[config.mk]
export PLATFORM = sky130hd
export DESIGN_NAME = bluetooth_uart_tx
export DESIGN_NICKNAME = d
export VERILOG_FILES = /design/src/rtl/bluetooth_uart_tx.sv
export SDC_FILE = /design/constraint.sdc
export NUM_CORES = 1
export LEC_CHECK = 0
export ABC_AREA = 1
export ABC_CLOCK_PERIOD_IN_PS = 7600
export BUFFER_PORTS_ARGS = -buffer_cell sky130_fd_sc_hd__clkbuf_2
export CAP_MARGIN = 30
export CORE_MARGIN = 10
export CORE_UTILIZATION = 65
export DETAILED_ROUTE_END_ITERATION = 16
export MAX_ROUTING_LAYER = met4
export PLACE_DENSITY = 0.86
export SLEW_MARGIN = 15
export SYNTH_ARGS = -nofsm -noshare
export SYNTH_HDL_FRONTEND = slang
export SYNTH_SLANG_ARGS = --single-unit
export TNS_END_PERCENT = 5
[constraint.sdc]
create_clock -name CLK -period 7.6 [get_ports CLK]
set_clock_uncertainty 0.15 [all_clocks]
set_input_delay 0.76 -clock CLK [delete_from_list [all_inputs] [get_ports CLK]]
set_output_delay 0.76 -clock CLK [all_outputs]
set_load 0.005 [all_outputs]
[src/rtl/bluetooth_uart_tx.sv]
// Configurable UART transmitter (baud, data width, parity, stop bits) for the
// HC-05/HC-06 link, fed by a ready/valid FIFO so whole messages can be queued.
module bluetooth_uart_tx #(
    parameter int CLK_HZ     = 100_000_000,
    parameter int BAUD       = 9600,
    parameter int DATA_BITS  = 8,
    parameter int PARITY     = 0,
    parameter int STOP_BITS  = 1,
    parameter int FIFO_DEPTH = 16
) (
    input  logic                          CLK,
    input  logic                          RST,
    input  logic [DATA_BITS-1:0]          tx_data,
    input  logic                          tx_vld,
    output logic                          tx_rdy,
    output logic                          tx,
    output logic                          busy,
    output logic [$clog2(FIFO_DEPTH):0]   fifo_count
);

    localparam int DIV   = (CLK_HZ + BAUD / 2) / BAUD;
    localparam int CNT_W = (DIV > 1) ? $clog2(DIV) : 1;
    localparam int PTR_W = $clog2(FIFO_DEPTH);

    localparam logic [CNT_W-1:0] CNT_LAST  = CNT_W'(DIV - 1);
    localparam logic [3:0]       BIT_LAST  = 4'(DATA_BITS - 1);
    localparam logic             STOP_LAST = 1'(STOP_BITS - 1);
    localparam logic [PTR_W:0]   FIFO_FULL = (PTR_W + 1)'(FIFO_DEPTH);
    localparam logic [PTR_W:0]   FIFO_NONE = {(PTR_W + 1){1'b0}};

    localparam logic [2:0] ST_IDLE  = 3'd0;
    localparam logic [2:0] ST_START = 3'd1;
    localparam logic [2:0] ST_DATA  = 3'd2;
    localparam logic [2:0] ST_PAR   = 3'd3;
    localparam logic [2:0] ST_STOP  = 3'd4;

    // Odd parity makes the total count of ones odd, even parity makes it even.
    function automatic logic calc_parity(input logic [DATA_BITS-1:0] word);
        if (PARITY == 1) begin
            return ~^word;
        end else begin
            return ^word;
        end
    endfunction

    logic [DATA_BITS-1:0] mem_r [FIFO_DEPTH];
    logic [PTR_W-1:0]     wr_ptr_r;
    logic [PTR_W-1:0]     rd_ptr_r;
    logic [PTR_W:0]       count_r;
    logic                 tx_rdy_r;
    logic [2:0]           state_r;
    logic [CNT_W-1:0]     cnt_r;
    logic [3:0]           bit_idx_r;
    logic                 stop_idx_r;
    logic [DATA_BITS-1:0] shift_r;
    logic                 par_r;
    logic                 tx_r;
    logic                 busy_r;

    logic                 empty_s;
    logic                 push_s;
    logic                 pop_s;
    logic                 tick_s;
    logic [DATA_BITS-1:0] head_s;
    logic [PTR_W:0]       count_nxt_s;

    // FIFO handshake, bit-period tick and pop decision.
    always_comb begin
        empty_s = (count_r == FIFO_NONE);
        push_s  = tx_vld && tx_rdy_r;
        tick_s  = (cnt_r == CNT_LAST);
        head_s  = mem_r[rd_ptr_r];
        pop_s   = 1'b0;
        if (empty_s) begin
            pop_s = 1'b0;
        end else if (state_r == ST_IDLE) begin
            pop_s = 1'b1;
        end else if ((state_r == ST_STOP) && tick_s && (stop_idx_r == STOP_LAST)) begin
            pop_s = 1'b1;
        end else begin
            pop_s = 1'b0;
        end
        case ({push_s, pop_s})
            2'b10:   count_nxt_s = count_r + 1'b1;
            2'b01:   count_nxt_s = count_r - 1'b1;
            default: count_nxt_s = count_r;
        endcase
    end

    // FIFO storage; stale contents are harmless because pointers reset.
    always_ff @(posedge CLK) begin
        if (push_s) begin
            mem_r[wr_ptr_r] <= tx_data;
        end
    end

    // FIFO pointers, occupancy and ready flag.
    always_ff @(posedge CLK or posedge RST) begin
        if (RST) begin
            wr_ptr_r <= {PTR_W{1'b0}};
            rd_ptr_r <= {PTR_W{1'b0}};
            count_r  <= FIFO_NONE;
            tx_rdy_r <= 1'b1;
        end else begin
            if (push_s) begin
                wr_ptr_r <= wr_ptr_r + 1'b1;
            end
            if (pop_s) begin
                rd_ptr_r <= rd_ptr_r + 1'b1;
            end
            count_r  <= count_nxt_s;
            tx_rdy_r <= (count_nxt_s != FIFO_FULL);
        end
    end

    // Frame sequencer; the stop bit chains straight into the next start bit.
    always_ff @(posedge CLK or posedge RST) begin
        if (RST) begin
            state_r    <= ST_IDLE;
            cnt_r      <= {CNT_W{1'b0}};
            bit_idx_r  <= 4'd0;
            stop_idx_r <= 1'b0;
            shift_r    <= {DATA_BITS{1'b0}};
            par_r      <= 1'b0;
            tx_r       <= 1'b1;
            busy_r     <= 1'b0;
        end else begin
            case (state_r)
                ST_IDLE: begin
                    cnt_r <= {CNT_W{1'b0}};
                    if (!empty_s) begin
                        shift_r <= head_s;
                        par_r   <= calc_parity(head_s);
                        tx_r    <= 1'b0;
                        busy_r  <= 1'b1;
                        state_r <= ST_START;
                    end else begin
                        tx_r   <= 1'b1;
                        busy_r <= 1'b0;
                    end
                end
                ST_START: begin
                    if (tick_s) begin
                        cnt_r     <= {CNT_W{1'b0}};
                        tx_r      <= shift_r[0];
                        bit_idx_r <= 4'd0;
                        state_r   <= ST_DATA;
                    end else begin
                        cnt_r <= cnt_r + 1'b1;
                    end
                end
                ST_DATA: begin
                    if (tick_s) begin
                        cnt_r <= {CNT_W{1'b0}};
                        if (bit_idx_r == BIT_LAST) begin
                            if (PARITY != 0) begin
                                tx_r    <= par_r;
                                state_r <= ST_PAR;
                            end else begin
                                tx_r       <= 1'b1;
                                stop_idx_r <= 1'b0;
                                state_r    <= ST_STOP;
                            end
                        end else begin
                            bit_idx_r <= bit_idx_r + 1'b1;
                            tx_r      <= shift_r[1];
                            shift_r   <= shift_r >> 1;
                        end
                    end else begin
                        cnt_r <= cnt_r + 1'b1;
                    end
                end
                ST_PAR: begin
                    if (tick_s) begin
                        cnt_r      <= {CNT_W{1'b0}};
                        tx_r       <= 1'b1;
                        stop_idx_r <= 1'b0;
                        state_r    <= ST_STOP;
                    end else begin
                        cnt_r <= cnt_r + 1'b1;
                    end
                end
                ST_STOP: begin
                    if (tick_s) begin
                        cnt_r <= {CNT_W{1'b0}};
                        if (stop_idx_r == STOP_LAST) begin
                            stop_idx_r <= 1'b0;
                            if (!empty_s) begin
                                shift_r <= head_s;
                                par_r   <= calc_parity(head_s);
                                tx_r    <= 1'b0;
                                state_r <= ST_START;
                            end else begin
                                tx_r    <= 1'b1;
                                busy_r  <= 1'b0;
                                state_r <= ST_IDLE;
                            end
                        end else begin
                            stop_idx_r <= stop_idx_r + 1'b1;
                        end
                    end else begin
                        cnt_r <= cnt_r + 1'b1;
                    end
                end
                default: begin
                    cnt_r   <= {CNT_W{1'b0}};
                    tx_r    <= 1'b1;
                    busy_r  <= 1'b0;
                    state_r <= ST_IDLE;
                end
            endcase
        end
    end

    assign tx         = tx_r;
    assign busy       = busy_r;
    assign tx_rdy     = tx_rdy_r;
    assign fifo_count = count_r;

endmodule

# Word-level counts from Yosys, hierarchy flattened
# Memories as Yosys holds them, arrays and structs flattened.
# Index checks and enable logic that the tools add are counted.
# op_classes
eq_ne,18
reduce_logical,16
muxes,46
bitwise_logic,2
shift,0
n_addsub,7
n_div,0
multipliers,0
n_lt_le_gt_ge,0
# op_table
cell,count
two-way mux 8 bit,5
two-way mux 14 bit,2
one-hot mux 8 bit (3 select lines),1
two-way mux 1 bit,22
two-way mux 3 bit,7
"!= test 2 bit, second input constant",9
one-hot mux 3 bit (5 select lines),1
AND reduction 5 bit,3
"adder 14 x 1 -> 14 bit, second input constant",1
"== test 14 bit, second input constant",1
"adder 4 x 1 -> 4 bit, second input constant",3
two-way mux 4 bit,3
one-hot mux 5 bit (2 select lines),1
one-hot mux 4 bit (2 select lines),1
AND reduction 4 bit,2
AND reduction 7 bit,1
"== test 3 x 2 -> 1 bit, second input constant",2
one-hot mux 1 bit (3 select lines),2
nonzero test 3 bit,2
"adder 5 x 1 -> 5 bit, second input constant",1
logical NOT 5 bit,1
"!= test 5 bit, second input constant",1
one-hot mux 1 bit (5 select lines),1
"subtractor 5 x 1 -> 5 bit, second input constant",1
other kinds (12),15
# totals
out_inout_bits,8
n_memories,1
romBits,0
regBits,46
wordCells,101
input_bits,11
ramBits,128
latch_bits,0
# mem_list
memory,depth,word_bits,read_ports,rd_ports_with_merged_regs,write_ports,line,source
mem_r,16,8,1,0,1,46,logic [DATA_BITS-1:0] mem_r [FIFO_DEPTH];

# Logic depth before layout (Yosys ltp)
# depth
ltp_word,9
ltp_mapped,17

# Least setup slack after synthesis
# Ideal clock, no wire load.
# synth_timing
path_type,reg2reg
startpoint,register cnt_r[0]
endpoint,"register tx_rdy_r, in the netlist tx_rdy"
stages_incl_launch_ff,18
arrival_time_ps,2355
path_buffers,0
required_time_ps,7367
slack_ps,5012
setup_time_ps,83
path_cell_list,dfrtp_1 inv_1 ha_1 nand2_1 nor2_4 nand2_4 nand2_4 nand2_2 clkinv_2 ha_1 fa_1 nand2_1 nand2_1 a21oi_1 xor2_1 nand2_1 nand2_1 nand3_1
# synth_between
elab_chain_cells,9
# synth_lines
item,line,source
from (decl),52,logic [CNT_W-1:0] cnt_r;
from (signal assigned),120,cnt_r <= {CNT_W{1'b0}};
from (signal assigned),130,cnt_r <= {CNT_W{1'b0}};
from (signal assigned),144,cnt_r <= {CNT_W{1'b0}};
== test 14 bit (*),71,tick_s = (cnt_r == CNT_LAST);
logical AND 1 bit (*) (2 in series),78,end else if ((state_r == ST_STOP) && tick_s && (stop_idx_r == STOP_LAST)) begin
two-way mux 1 bit (*),78,
two-way mux 1 bit (*),76,end else if (state_r == ST_IDLE) begin
two-way mux 1 bit (*),74,if (empty_s) begin
via pop_s,62,logic pop_s;
== test 2 x 1 -> 1 bit or == test 2 bit (tied branches),83,"case ({push_s, pop_s})"
one-hot mux 5 bit (2 select lines) (*),83,
via count_nxt_s[4],65,logic [PTR_W:0] count_nxt_s;
!= test 5 bit (*),112,tx_rdy_r <= (count_nxt_s != FIFO_FULL);
to (signal assigned),112,
to (decl),50,logic tx_rdy_r;
# Mark *: on every way through the listed nets, which the timed path passes. The rest lies on a longest branch.
# A chain may end at the register's enable or synchronous reset.

# Worst setup path after layout
# layout_timing
startpoint,"register count_r[2], in the netlist fifo_count[2]"
endpoint,"register tx_rdy_r, in the netlist tx_rdy"
# layout_between
elab_chain_cells,5
# layout_lines
item,line,source
from (decl),49,logic [PTR_W:0] count_r;
from (signal assigned),111,count_r <= count_nxt_s;
logical NOT 5 bit (*),69,empty_s = (count_r == FIFO_NONE);
two-way mux 1 bit (*),74,
via pop_s,62,
== test 2 x 1 -> 1 bit or == test 2 bit (tied branches),83,
one-hot mux 5 bit (2 select lines) (*),83,
via count_nxt_s[3],65,
!= test 5 bit (*),112,
# Marks and branches as above.

==> results.yml <==
run_status:
  status: "completed"
power_and_ir_drop:
  intPower_uw: 1666
  ir_drop_uv: 304.9
  p_per_area_nw_per_um2: 263.8
  seq_power_share_pct: 51.9
  swShare_pct: 25.58
  total_power_uw: 2239
  p_sw_uw: 572.6
  clkPwrFrac_pct: 37.7
  p_comb_share_pct: 10.4
  p_leak_uw: 0.003524
critical_path:
  ff2ff_path_depth: 14
  required_ns: 7.80
  r2r_start: "fifo_count[2]"
  worstPathArrival_ns: 3.15
  worstPathMaxFanout: 9
  crit_type: "reg -> reg"
  cp-start-kind: "flop"
  worstReg2RegEnd: "tx_rdy"
  rrSetupSlack_ns: 4.65
  endpoint_kind: "flop"
clock_tree:
  clk-insertion-delay-late_ns: 0.43
  cts_root_buffer: "clkbuf_16"
  hold_buffers: 0
  htree_levels: 4
  cts_sinks: 173
  clk_pin_slew_ns: 0.06
  cts_buffers: 17
  post_cts_buffers: 0
  cts_buffer_depth: 2
  cts_tree: "built"
  cts_resized: 0
route:
  dr_total_vias: 5584
  first_pass_iters: 5
  wl_met2_mm: 8.714
  met3_length_mm: 1.153
  topRoutingLayerUsed: "met4"
  wl_met1_mm: 6.471
  viasPerCell: 5.934
  wire_per_inst_um: 17.98
  totalWireLength_mm: 16.92
  drt_iter0_drc: 617
  drtAntennaViolNets: 0
  drc: 0
synthesis:
  synth_seq_area_share_pct: 64.48
  ys_seq_elements: 173
  synth_edf_count: 128
  synth.avg_cell_area_sq_um: 10.03
  synth_cells: 769
  synth_cell_type_count: 37
  yosys-top-cells-area: "edfxtp_1 (50%), dfrtp_1 (14%), nand2_1 (10%)"
  yosysWarnings: 0
  synthFlopType: "edfxtp_1"
  synth.most_common_cell: "nand2_1"
  yosys.area.top_type: "edfxtp_1"
  ys_async_sr_fraction_pct: 26.01
  synth_common_cells: "nand2_1 (211), edfxtp_1 (128), nor2_1 (123)"
  synth_nets: 793
  synth_top_area_share_pct: 49.85
  syn-cell-area_sq_um: 7711
sta:
  fin_setup_tns_ns: 0
  max_freq_ghz: 0.3390
  hold_violations: 0
  maxSlewViolCount: 0
  rsz0062_at_grt: "false"
  max_slew.worst_pin.slew_ns: 0.8906
  setup_viol: 0
  min_period_over_period_pct: 38.82
  period_needed_ns: 2.950
  setup_slack_ns: 4.650
  slew_headroom_pct: 40.41
floorplanning:
  die_w_um: 128.9
  rows: 39
  io_pins: 19
  die_y_um: 128.9
  die_area_sq_um: 16620
  design.core.area_sq_um: 11520
  start_util_pct: 66.96
grt:
  grt_overflow_total: 0
  grt_util_all_layers_pct: 21.51
  first_global_vias: 5473
  antenna_found_initial: 0
  grt_pass1_wl_mm: 26.92
  grt_max_degree: 73
layout:
  drive_gt1_share_pct: 9.649
  fin_area_sq_um: 8487
  nFillCells: 735
  syn2layout_area_growth_pct: 10.06
  antenna_cells: 0
  nNetsFinal: 809
  final_util_pct: 73.70
placed_design:
  hpwlAfterDp_mm: 11.02
  place_ws_ns: 4.697
  routabilityCongestion: 0.9061
  port-buffer-count: 18
  dpl_cell_area_sq_um: 7865
job:
  maxCapViolCount: 0
worst_hold_path:
  hold_class: "in -> async"
## logic make-up after synthesis
kind of cell             after synthesis  synth area share, %
adder cells (fa/ha/maj)               13                2.207
flip-flops                           173                64.48
AND/OR/NAND/NOR                      436                23.77
buffers and inverters                 73                4.008
XOR/XNOR                              11                1.249
AO/OA/AOI/OAI                         63                4.284
## cell type report
cell class	instances	area [sq um]	area share (%)
clock buffers	19	432.9	5.101
clock inverters	13	141.4	1.666
inverters	49	185.2	2.182
multi-input cells	523	2430	28.63
flip-flops and latches	173	4974	58.60
well taps	143	178.9	2.108
repair buffers	21	145.1	1.710
## layer usage
layer,track usage (%),vias to the layer above
met4,9.632,0
met1,24.57,2667
met5,-,-
met3,4.846,60
met2,35.74,261
li1,-,2596
## power by group through the flow
stage	clock network, uW	logic (uW)	registers, uW
after floorplan	0	144	1170
after global placement	0	212	1170
after detailed placement	0	227	1180
after CTS	844	231	1160
after global routing	884	263	1170
final	845	233	1160
## flip-flops by register name (all words and copies together), names as in the netlist
signal	count
shift_r	8
tx	1
wr_ptr_r	4
busy	1
rd_ptr_r	4
mem_r	128
bit_idx_r	4
cnt_r	14
state_r	3
tx_rdy	1
fifo_count	5
## cell usage in the layout, fill, tap and decap left out, types with 8 or more instances in the layout
cell type,Yosys,layout
xor2_1,8,8
a21oi_1,17,17
inv_1,44,43
clkbuf_16,0,17
o21ai_0,39,39
nor2_1,123,123
clkbuf_2,1,18
nand3_1,68,68
ha_1,12,12
nand2_1,211,211
dfrtp_1,43,42
edfxtp_1,128,128
## critical path, stage by stage (launching register included)
cell and delay [ns]:
dfrtp_1 0.42, nor3_1 0.29, nand3_1 0.14, nand2_1 0.14, inv_1 0.08, nand2_2 0.10
clkinv_2 0.13, ha_1 0.30, ha_1 0.36, a21oi_1 0.24, nand3_1 0.11, nand3_1 0.10
o21ai_0 0.12, nor2_1 0.10, nand3_1 0.08
## through the flow
| step | hold WS, ns | instances |
|---|---|---|
| 6_report | 0.08731 | 941 |
| 5_1_grt | 0.08495 | 941 |
| 4_1_cts | 0.3327 | 939 |
| 3_5_place_dp | 0.3159 | 907 |
| 3_3_place_gp | 0.3136 | 907 |
| 2_1_floorplan | 0.2995 | 769 |
## how the worst max path moves through the flow
stage	cells past startpoint	slack [ns]	to	from
final	14	4.65	tx_rdy	fifo_count[2]
after floorplan	17	5.01	tx_rdy	cnt_r[0]
after global placement	15	4.86	tx_rdy	fifo_count[2]
after detailed placement	15	4.70	tx_rdy	fifo_count[2]
after global routing	15	4.41	tx_rdy	fifo_count[2]
after CTS	15	4.67	tx_rdy	fifo_count[2]
(Power assumes the default switching activity.)
